### config.mk
export PLATFORM = sky130hd
export DESIGN_NAME = param_reg_file_flat
export DESIGN_NICKNAME = d
export VERILOG_FILES = /design/src/rtl/param_reg_file_pkg.sv /design/src/rtl/param_reg_file_if.sv /design/src/rtl/param_reg_file_scoreboard.sv /design/src/rtl/param_reg_file.sv /design/src/flat_wrapper.sv
export SDC_FILE = /design/constraint.sdc
export NUM_CORES = 1
export LEC_CHECK = 0
export ABC_AREA = 0
export BUFFER_PORTS_ARGS = -buffer_cell sky130_fd_sc_hd__buf_2
export CAP_MARGIN = 10
export CORE_UTILIZATION = 45
export DETAILED_ROUTE_END_ITERATION = 16
export PLACE_DENSITY = 0.59
export SLEW_MARGIN = 20
export SYNTH_ARGS = -nofsm -noshare
export SYNTH_HDL_FRONTEND = slang
export SYNTH_SLANG_ARGS = --single-unit
export TNS_END_PERCENT = 10
### constraint.sdc
create_clock -name clk -period 22.4 [get_ports clk]
set_clock_uncertainty 0.2 [all_clocks]
set_input_delay 0 -clock clk [delete_from_list [all_inputs] [get_ports clk]]
set_output_delay 0 -clock clk [all_outputs]
set_load 0.005 [all_outputs]
### src/rtl/param_reg_file_pkg.sv
// rtl/param_reg_file_pkg.sv - shared defaults, address type and sizing helper for param_reg_file
package param_reg_file_pkg;

    localparam int DEFAULT_DATA_W = 16;
    localparam int DEFAULT_ADDR_W = 5;
    localparam int DEFAULT_NUM_RD = 2;

    typedef logic [DEFAULT_ADDR_W-1:0] reg_addr_t;

    // Number of architectural registers addressed by an addr_w-bit index.
    function automatic int rf_depth(input int addr_w);
        return 1 << addr_w;
    endfunction

endpackage

### src/rtl/param_reg_file_if.sv
// rtl/param_reg_file_if.sv - write, reserve, read and status signals of param_reg_file
interface param_reg_file_if
    import param_reg_file_pkg::*;
#(
    parameter int DATA_W = DEFAULT_DATA_W,
    parameter int ADDR_W = DEFAULT_ADDR_W,
    parameter int NUM_RD = DEFAULT_NUM_RD
) ();

    logic                     wr_en;
    logic [ADDR_W-1:0]        wr_addr;
    logic [DATA_W-1:0]        wr_data;
    logic                     rsv_en;
    logic [ADDR_W-1:0]        rsv_addr;
    logic [NUM_RD-1:0]        rd_en;
    logic [NUM_RD*ADDR_W-1:0] rd_addr;
    logic [NUM_RD*DATA_W-1:0] rd_data;
    logic [NUM_RD-1:0]        rd_valid;
    logic [NUM_RD-1:0]        rd_busy;
    logic [ADDR_W:0]          busy_cnt;

    modport master (
        output wr_en, wr_addr, wr_data, rsv_en, rsv_addr, rd_en, rd_addr,
        input  rd_data, rd_valid, rd_busy, busy_cnt
    );

    modport slave (
        input  wr_en, wr_addr, wr_data, rsv_en, rsv_addr, rd_en, rd_addr,
        output rd_data, rd_valid, rd_busy, busy_cnt
    );

endinterface

### src/rtl/param_reg_file_scoreboard.sv
// rtl/param_reg_file_scoreboard.sv - per-register busy bits and count of pending write-backs
module regfile_scoreboard
    import param_reg_file_pkg::*;
#(
    parameter int ADDR_W   = DEFAULT_ADDR_W,
    parameter int ZERO_REG = 1
) (
    input  logic                   clk,
    input  logic                   rst,
    input  logic                   rsv_en,
    input  logic [ADDR_W-1:0]      rsv_addr,
    input  logic                   wr_en,
    input  logic [ADDR_W-1:0]      wr_addr,
    output logic [(2**ADDR_W)-1:0] busy,
    output logic [ADDR_W:0]        busy_cnt
);

    logic                   rsv_ok;
    logic                   wr_ok;
    logic                   set_inc;
    logic                   clr_dec;
    logic [(2**ADDR_W)-1:0] busy_d;
    logic [ADDR_W:0]        cnt_d;

    // Register 0 is hard-wired when ZERO_REG is set, so it never takes a reservation or a clear.
    always_comb begin
        rsv_ok = rsv_en && !((ZERO_REG != 0) && (rsv_addr == '0));
        wr_ok  = wr_en  && !((ZERO_REG != 0) && (wr_addr  == '0));
    end

    // Next busy vector: the write-back clears first, a reservation to the same register re-sets it.
    always_comb begin
        busy_d = busy;
        if (wr_ok) begin
            busy_d[wr_addr] = 1'b0;
        end
        if (rsv_ok) begin
            busy_d[rsv_addr] = 1'b1;
        end
    end

    // The count moves only on real 0->1 and 1->0 transitions, so it cannot overflow or underflow.
    always_comb begin
        set_inc = rsv_ok && !busy[rsv_addr];
        clr_dec = wr_ok && busy[wr_addr] && !(rsv_ok && (rsv_addr == wr_addr));
        cnt_d   = busy_cnt + (ADDR_W+1)'(set_inc) - (ADDR_W+1)'(clr_dec);
    end

    // Busy state and its population count update together on the same edge.
    always_ff @(posedge clk or posedge rst) begin
        if (rst) begin
            busy     <= '0;
            busy_cnt <= '0;
        end else begin
            busy     <= busy_d;
            busy_cnt <= cnt_d;
        end
    end

endmodule

### src/rtl/param_reg_file.sv
// rtl/param_reg_file.sv - multi-read-port register file with reservation scoreboard; REGFILE_BYPASS_EN enables write-to-read forwarding
module param_reg_file
    import param_reg_file_pkg::*;
#(
    parameter int DATA_W   = DEFAULT_DATA_W,
    parameter int ADDR_W   = DEFAULT_ADDR_W,
    parameter int NUM_RD   = DEFAULT_NUM_RD,
    parameter int ZERO_REG = 1
) (
    input  logic           clk,
    input  logic           rst,
    param_reg_file_if.slave bus
);

    localparam int DEPTH = rf_depth(ADDR_W);

    logic [DATA_W-1:0]        regs_q [DEPTH];
    logic [DEPTH-1:0]         busy;
    logic [ADDR_W:0]          busy_cnt;
    logic                     wr_ok;

    logic [ADDR_W-1:0]        rd_addr_a  [NUM_RD];
    logic [DATA_W-1:0]        rd_val     [NUM_RD];
    logic [NUM_RD-1:0]        rd_bsy_val;

    logic [DATA_W-1:0]        rd_data_q  [NUM_RD];
    logic [NUM_RD-1:0]        rd_busy_q;
    logic [NUM_RD-1:0]        rd_valid_q;
    logic [NUM_RD*DATA_W-1:0] rd_data_pk;

    regfile_scoreboard #(
        .ADDR_W   (ADDR_W),
        .ZERO_REG (ZERO_REG)
    ) u_scoreboard (
        .clk      (clk),
        .rst      (rst),
        .rsv_en   (bus.rsv_en),
        .rsv_addr (bus.rsv_addr),
        .wr_en    (bus.wr_en),
        .wr_addr  (bus.wr_addr),
        .busy     (busy),
        .busy_cnt (busy_cnt)
    );

    // A write to the hard-wired zero register is dropped before it reaches the array.
    always_comb begin
        wr_ok = bus.wr_en && !((ZERO_REG != 0) && (bus.wr_addr == '0));
    end

    // Data array: writes are never stalled by reads.
    always_ff @(posedge clk or posedge rst) begin
        if (rst) begin
            for (int i = 0; i < DEPTH; i++) begin
                regs_q[i] <= '0;
            end
        end else if (wr_ok) begin
            regs_q[bus.wr_addr] <= bus.wr_data;
        end
    end

    // Unpack the per-port read addresses.
    always_comb begin
        for (int p = 0; p < NUM_RD; p++) begin
            rd_addr_a[p] = bus.rd_addr[p*ADDR_W +: ADDR_W];
        end
    end

    // Per-port read lookup, with optional forwarding of a same-cycle write and zero-register override.
    always_comb begin
        for (int p = 0; p < NUM_RD; p++) begin
            rd_val[p]     = regs_q[rd_addr_a[p]];
            rd_bsy_val[p] = busy[rd_addr_a[p]];
`ifdef REGFILE_BYPASS_EN
            if (bus.wr_en && (bus.wr_addr == rd_addr_a[p])) begin
                rd_val[p]     = bus.wr_data;
                rd_bsy_val[p] = bus.rsv_en && (bus.rsv_addr == rd_addr_a[p]);
            end
`endif
            if ((ZERO_REG != 0) && (rd_addr_a[p] == '0)) begin
                rd_val[p]     = '0;
                rd_bsy_val[p] = 1'b0;
            end
        end
    end

    // Read ports: capture on rd_en, hold otherwise; rd_valid pulses the cycle after a sampled strobe.
    always_ff @(posedge clk or posedge rst) begin
        if (rst) begin
            for (int p = 0; p < NUM_RD; p++) begin
                rd_data_q[p] <= '0;
            end
            rd_busy_q  <= '0;
            rd_valid_q <= '0;
        end else begin
            rd_valid_q <= bus.rd_en;
            for (int p = 0; p < NUM_RD; p++) begin
                if (bus.rd_en[p]) begin
                    rd_data_q[p] <= rd_val[p];
                    rd_busy_q[p] <= rd_bsy_val[p];
                end
            end
        end
    end

    // Pack the per-port read data onto the bus.
    always_comb begin
        rd_data_pk = '0;
        for (int p = 0; p < NUM_RD; p++) begin
            rd_data_pk[p*DATA_W +: DATA_W] = rd_data_q[p];
        end
    end

    assign bus.rd_data  = rd_data_pk;
    assign bus.rd_valid = rd_valid_q;
    assign bus.rd_busy  = rd_busy_q;
    assign bus.busy_cnt = busy_cnt;

endmodule

### src/flat_wrapper.sv
// flat-port wrapper written by rule: the top's interface ports become plain ports
module param_reg_file_flat import param_reg_file_pkg::*;
#(
    parameter int DATA_W   = DEFAULT_DATA_W,
    parameter int ADDR_W   = DEFAULT_ADDR_W,
    parameter int NUM_RD   = DEFAULT_NUM_RD,
    parameter int ZERO_REG = 1
)
  (clk, rst, bus_wr_en, bus_wr_addr, bus_wr_data, bus_rsv_en, bus_rsv_addr, bus_rd_en, bus_rd_addr, bus_rd_data, bus_rd_valid, bus_rd_busy, bus_busy_cnt);
  param_reg_file_if #(.DATA_W(DATA_W), .ADDR_W(ADDR_W), .NUM_RD(NUM_RD)) bus_i ();
  input  logic clk;
  input  logic rst;
  input wire logic [$bits(bus_i.wr_en)-1:0] bus_wr_en;
  input wire logic [$bits(bus_i.wr_addr)-1:0] bus_wr_addr;
  input wire logic [$bits(bus_i.wr_data)-1:0] bus_wr_data;
  input wire logic [$bits(bus_i.rsv_en)-1:0] bus_rsv_en;
  input wire logic [$bits(bus_i.rsv_addr)-1:0] bus_rsv_addr;
  input wire logic [$bits(bus_i.rd_en)-1:0] bus_rd_en;
  input wire logic [$bits(bus_i.rd_addr)-1:0] bus_rd_addr;
  output wire logic [$bits(bus_i.rd_data)-1:0] bus_rd_data;
  output wire logic [$bits(bus_i.rd_valid)-1:0] bus_rd_valid;
  output wire logic [$bits(bus_i.rd_busy)-1:0] bus_rd_busy;
  output wire logic [$bits(bus_i.busy_cnt)-1:0] bus_busy_cnt;
  assign bus_i.wr_en = bus_wr_en;
  assign bus_i.wr_addr = bus_wr_addr;
  assign bus_i.wr_data = bus_wr_data;
  assign bus_i.rsv_en = bus_rsv_en;
  assign bus_i.rsv_addr = bus_rsv_addr;
  assign bus_i.rd_en = bus_rd_en;
  assign bus_i.rd_addr = bus_rd_addr;
  assign bus_rd_data = bus_i.rd_data;
  assign bus_rd_valid = bus_i.rd_valid;
  assign bus_rd_busy = bus_i.rd_busy;
  assign bus_busy_cnt = bus_i.busy_cnt;
  param_reg_file #(.DATA_W(DATA_W), .ADDR_W(ADDR_W), .NUM_RD(NUM_RD), .ZERO_REG(ZERO_REG)) u_core (.clk(clk), .rst(rst), .bus(bus_i));
endmodule
==> run metrics, run 1 <==
Die X around 270 um; setup TNS 0 ns; Placer Congestion around 0.93; CP Launch Type primary input; Vias/cell approximately 6.5; GRT Util Overall between 20% and 30%; worst min path class in2reg; Final ANT Viol Nets 0; post_cts resized 0; Max Clk Rate around 260 MHz; total grt overflow 0; commonest non-fill, non-tap cells in the layout dfrtp_1, mux2_2, mux2i_1, mux4_2, buf_2; critical path class in2async; Final Hold Viols 0; starting density of the core a little under half; I/O pin cnt 84; leak pwr between 15 and 20 nW; register area share after synthesis around 46%; Synth warnings 0; DRC 0; largest net degree at the start of global routing 163; Slew Limit Fails 0; CTS tree done; RSZ-0062 raised after global routing no; Num Clock Sinks 586; dpl cells ~3100; number of synthesized flops with an enable pin 0; Reg clk slew, reported paths 0.06 ns; I/O Buffers 83; Synth area leaders dfrtp_1, mux2_2, mux4_2; Synth top area share 45.9%; Slew HR around 15%; via count between 20000 and 25000; max cap viols 0; Avg Inst Size Synth about 14 um2; Detail Placement HPWL roughly 60000 um; TritonCTS Buffers 68; Register Area approximately 15000 um2; Rows a little under 100; vias in the first global route between 20000 and 25000; Detailed Route WL around 100000 um; Mapped Cells ~2300; Max Root-Sink Buffers 3; critical path data arrival time approximately 4.3 ns; Final Critical Period just under 4 ns; worst slew pin tran approximately 1.3 ns; CTS root buffer clkbuf_16; Final setup viols 0; DP Area 32700 um2; Mapped Nets about 2300; fin nets between 2000 and 2500; Post-synth top flop dfrtp_1; Layout area overhead 11.4%; Die Area 72000 um2; initial antenna violation count 1; first-pass GRT wire length roughly 150000 um; Cell variety after synth between 70 and 80; asr flop ratio synth between 90% and 100%; core area between 70000 and 80000 um2; Skew-Pair Late Insertion Delay between 0.6 and 0.7 ns; Critical Path RT ~23 ns; DR iter-0 viols around 1900; area of the multi-input gates about 16000 um2; status finished, final reports clean; layout cells sized above 1 a little over two fifths; die height ~270 um; non-filler cells, final 3303; Post-CTS Setup Inserts 0; cell area after synthesis roughly 32000 um2; top cell type by total area after synthesis dfrtp_1; design area approximately 36000 um2; #FFs+latches synth just under 600; CTS Hold Buffers Added between 40 and 50; Crit Path Max Fanout approximately 160; CP Capture Type async pin; Final Cycle Share 17.4%; pwr/cell area about 93 nW/um2; VDD IR max approximately 0.000063 V; Filler Cells Inserted around 6000; wire per inst ~30 um; DRT Pass-1 Iters 5; H-tree levels 3; commonest non-fill, non-tap cell in the layout dfrtp_1
-- Yosys cell counts (16+ instances only) --
| library cell | n |
|---|---|
| a21oi_1 | 29 |
| a22o_1 | 26 |
| a22oi_1 | 45 |
| buf_2 | 55 |
| buf_4 | 42 |
| buf_6 | 16 |
| clkbuf_1 | 103 |
| dfrtp_1 | 586 |
| inv_1 | 33 |
| mux2_2 | 520 |
| mux2i_1 | 206 |
| mux4_2 | 176 |
| nand2_1 | 41 |
| nor2_1 | 36 |
| nor2b_1 | 24 |
| nor4_1 | 23 |
| o211ai_1 | 16 |
| o21ai_0 | 34 |
| o22ai_1 | 57 |
-- routing by layer --
metal | routed length (um) | vias to the layer above | share of wire (%) | global-route usage (%)
li1 | - | 8853 | - | -
met1 | 41700 | 11500 | 42 | 38.4
met2 | 46400 | 840 | 47 | 44.3
met3 | 6320 | 225 | 6.4 | 4.80
met4 | 4490 | 2 | 4.5 | 11.8
met5 | 20 | - | 0.020 | 0
-- layout make-up --
cell class / count / share of cell area, %
sequential: 586 / 41.2
inverter: 33 / 0.369
tap: 940 / 3.31
clock buffer: 97 / 5.72
multi-input combinational: 1446 / 44.8
timing repair buffer: 176 / 3.64
clock inverter: 24 / 0.929
antenna: 1 / 0.00704
-- sequential cells by signal, summed over array words and instances (netlist names) --
register and flops:
u_core.regs_q 512, u_core.bus.rd_data 32, u_core.u_scoreboard.busy 32, u_core.u_scoreboard.busy_cnt 6, u_core.bus.rd_busy 2, u_core.bus.rd_valid 2
-- final timing paths --
path,startpoint,cells past startpoint,slack (ns),to
setup / recovery,rst,7,18.51,u_core.regs_q[46]$_DFFE_PP0P_
hold / removal,bus_wr_addr[0],5,0.07,u_core.u_scoreboard.busy[13]$_DFF_PP0_
setup reg to reg,u_core.u_scoreboard.busy[6]$_DFF_PP0_,13,19.09,u_core.u_scoreboard.busy_cnt[4]$_DFF_PP0_
hold reg to reg,u_core.regs_q[498]$_DFFE_PP0P_,0,0.20,u_core.regs_q[498]$_DFFE_PP0P_
max in group clk,bus_rd_addr[5],8,18.79,u_core.bus.rd_data[22]$_DFFE_PP0P_
min in group asynchronous,rst,4,0.50,u_core.regs_q[435]$_DFFE_PP0P_
-- power by group --
group	internal, W	switching, W
logic	0.000387	0.000288
clock network	0.000724	0.000455
registers	0.00126	0.000175
total	0.00237	0.000918
-- per-stage QoR --
stage / hold slack, ns / total power (W) / setup WS (ns) / util [%]
finish: 0.0669 / 0.00329 / 18.51 / 50.7
global route: 0.136 / 0.00344 / 17.95 / 50.7
global placement: 0.0410 / 0.00209 / 18.10 / 46.6
floorplan: -0.169 / 0.00191 / 5.80 / -
CTS: 0.0445 / 0.00331 / 17.97 / 50.6
detailed placement: 0.0536 / 0.00212 / 18.08 / 46.6
-- critical path, stage by stage --
cell and delay, ns:
dlygate4sd3_1 0.53, buf_2 0.11, dlygate4sd3_1 0.62, inv_8 0.56, buf_12 0.70, buf_4 0.85
buf_6 0.67
-- kinds of logic (layout without fill, tap and decap cells) --
| family | after synthesis | count (layout) | synth area share (%) |
|---|---|---|---|
| muxes | 926 | 926 | 38.8 |
| and+or+nand+nor | 211 | 211 | 3.82 |
| buffers and inverters | 260 | 330 | 4.32 |
| other | 0 | 1 | 0 |
| AOI/OAI and AO/OA | 292 | 292 | 6.54 |
| DFF | 586 | 586 | 45.9 |
| xor gates and xnor gates | 10 | 10 | 0.274 |
| adders and majority gates | 7 | 7 | 0.298 |
(Power assumes the default switching activity.)
==> run 2, diff against run 1 <==
==> constraint.sdc (replaced) <==
create_clock -name clk -period 3.6 [get_ports clk]
set_clock_uncertainty 0.2 [all_clocks]
set_input_delay 0 -clock clk [delete_from_list [all_inputs] [get_ports clk]]
set_output_delay 0 -clock clk [all_outputs]
set_load 0.005 [all_outputs]
==> run metrics, run 2 (same netlist as run 1, synthesis figures left out) <==
status finished, final reports clean; clock network power share 34.3% (-1.5 points); Skew-Pair Late Insertion Delay 0.62 ns (about the same); Reg clk slew, reported paths 0.06 ns (about the same); Die Area 72000 um2 (unchanged); die height 268 um (unchanged); DR iter-0 viols 2023 (+5.3%); Detailed Route WL 101000 um (+2.1%); Net Sw Frac 28.3% (+0.45 points); Slew Limit Fails 0 (unchanged); max cap viols 0 (unchanged); Num Clock Sinks 586 (unchanged); via count 21600 (+0.89%); largest net degree at the start of global routing 139 (-15%); critical path data arrival time 3.80 ns (-0.52 ns); Post-CTS Setup Inserts 0 (unchanged); Layout area overhead 12.5%; Flop pwr share 44.2% (+0.5 points); leak pwr 15.9 nW (+1.3%); CP Launch Type primary input; H-tree levels 3 (unchanged); commonest non-fill, non-tap cells in the layout dfrtp_1, mux2_2, mux2i_1, mux4_2, buf_4; worst min path class in2reg; Crit Path Max Fanout 25 (-85%); non-filler cells, final 3350 (+1.4%); DRT Pass-1 Iters 5 (unchanged); I/O pin cnt 84 (unchanged); Vias/cell 6.44 (-0.52%); n_diodes 0 (-1); Detail Placement HPWL 63000 um (+5.3%); RSZ-0062 raised after global routing no; Register Area 14700 um2 (unchanged); TritonCTS Buffers 68 (unchanged); Combinational Power Share 21.5% (+1.0 points); NetSw 0.00570 W (+520%); starting density of the core 45.5% (unchanged); worst reg-to-reg setup slack 0.36 ns (-18.73 ns); CTS root buffer clkbuf_16; cells on worst reg2reg path 13 (unchanged); setup TNS 0 ns (unchanged); vias in the first global route 22500 (+0.94%); Hold Path Sink u_core.bus.rd_data[17]$_DFFE_PP0P_; DRC 0 (unchanged); post_cts resized 0 (unchanged); Filler Cells Inserted 6077 (-0.23%); Max Root-Sink Buffers 3 (unchanged); Final ANT Viol Nets 0 (unchanged); CP Capture Type register; Int Pwr 0.0144 W (+510%); worst slew pin tran 1.10 ns (-0.169 ns); initial antenna violation count 3 (+2); total grt overflow 0 (unchanged); Final Hold Viols 0 (unchanged); Final Critical Period around 3.5 ns; max reg flops 512 (unchanged); FF-to-FF End u_core.u_scoreboard.busy_cnt[4]$_DFF_PP0_; layout cells sized above 1 42.7% (+0.61 points); dpl cells 3183 (+1.6%); Final Cycle Share a little over nine tenths; pre-CTS setup slack 0.370 ns (-17.71 ns); hold path depth 6 (+1); r2r startpoint u_core.u_scoreboard.busy[31]$_DFF_PP0_; GRT Util Overall 28.5% (+0.46 points); commonest non-fill, non-tap cell in the layout dfrtp_1; I/O Buffers 83 (unchanged); Rows 97 (unchanged); Slew HR 26.6% (+12 points); pwr/cell area 560 nW/um2 (+510%); Placer Congestion 0.890 (-4.0%); Final setup viols 0 (unchanged); Critical Path RT 3.90 ns (-18.93 ns); Final WS setup 0.100 ns (-18.41 ns); critical path class in2reg; area of the multi-input gates 15900 um2 (-0.21%); VDD IR max 0.000390 V (+520%); Max Clk Rate between 200 and 300 MHz; fin nets 2413 (+2.2%); HP Start bus_rd_addr[5]; core area 70100 um2 (unchanged); CTS Hold Buffers Added 51 (+8.5%); first-pass GRT wire length 150000 um (+1.0%); Top reg by flops u_core.regs_q; CTS tree done; Die X 268 um (unchanged); wire per inst 30.1 um (+0.70%)
## run 2: cell count changes in the layout (fill, tap and decap cells not counted), sizes merged
cell,before,now
buf,129,178
clkinv,14,5
bufinv,8,2
clkbuf,97,103
dlygate4sd3,47,51
clkinvlp,1,3
inv,34,36
diode,1,0
## run 2: power by group through the flow
| stage | sequential (W) | clock [W] | combinational, W |
|---|---|---|---|
| 6_report | 0.00889 | 0.00690 | 0.00433 |
| 5_1_grt | 0.00904 | 0.00728 | 0.00465 |
| 4_1_cts | 0.00885 | 0.00704 | 0.00435 |
| 3_5_place_dp | 0.00896 | 0 | 0.00427 |
| 3_3_place_gp | 0.00884 | 0 | 0.00418 |
| 2_1_floorplan | 0.00864 | 0 | 0.00327 |
## run 2: metal layers
metal | up-vias | share of wire (%) | global-route usage (%)
li1 | 8959 | - | -
met5 | - | 0 | 0
met1 | 11600 | 43 | 39.6
met4 | 0 | 3.4 | 10.5
met3 | 177 | 6.8 | 4.98
met2 | 841 | 47 | 44.9
## run 2: final cells by class
cell class              count  area share (%)
inverters                  33           0.355
well taps                 940            3.28
clock buffers             103            5.73
clock inverters            13           0.408
multi-input cells        1446            44.3
repair buffers            229            5.14
flip-flops and latches    586            40.8
## run 2: how the worst max path moves through the flow
stage	start	to	slack [ns]	cells past startpoint
finish	bus_rd_addr[8]	u_core.bus.rd_data[29]$_DFFE_PP0P_	0.10	10
global route	bus_rd_addr[8]	u_core.bus.rd_data[29]$_DFFE_PP0P_	0.07	10
CTS	bus_rd_addr[8]	u_core.bus.rd_data[29]$_DFFE_PP0P_	0.22	10
detailed placement	u_core.u_scoreboard.busy[7]$_DFF_PP0_	u_core.u_scoreboard.busy_cnt[4]$_DFF_PP0_	0.37	13
global placement	u_core.u_scoreboard.busy[7]$_DFF_PP0_	u_core.u_scoreboard.busy_cnt[4]$_DFF_PP0_	0.33	13
floorplan	rst	u_core.bus.rd_busy[0]$_DFFE_PP0P_	-4.59	1
## run 2: through the flow
step,utilization (%),hold slack (ns),total power (W),area (um2)
3_5_place_dp,47.3,-0.00945,0.0132,33200
2_1_floorplan,-,-0.169,0.0119,31900
5_1_grt,51.2,0.0861,0.0210,35900
3_3_place_gp,47.3,0.000870,0.0130,33200
4_1_cts,51.2,0.0374,0.0202,35900
6_report,51.2,0.0638,0.0201,35900
## run 2: critical path: stages
cell	delay, ns
dlygate4sd3_1	0.59
buf_4	0.49
nor2b_2	0.59
buf_4	0.34
a22oi_1	0.10
a211o_1	0.30
a21oi_1	0.17
dlygate4sd3_1	0.60
nor3_1	0.05
dlygate4sd3_1	0.56
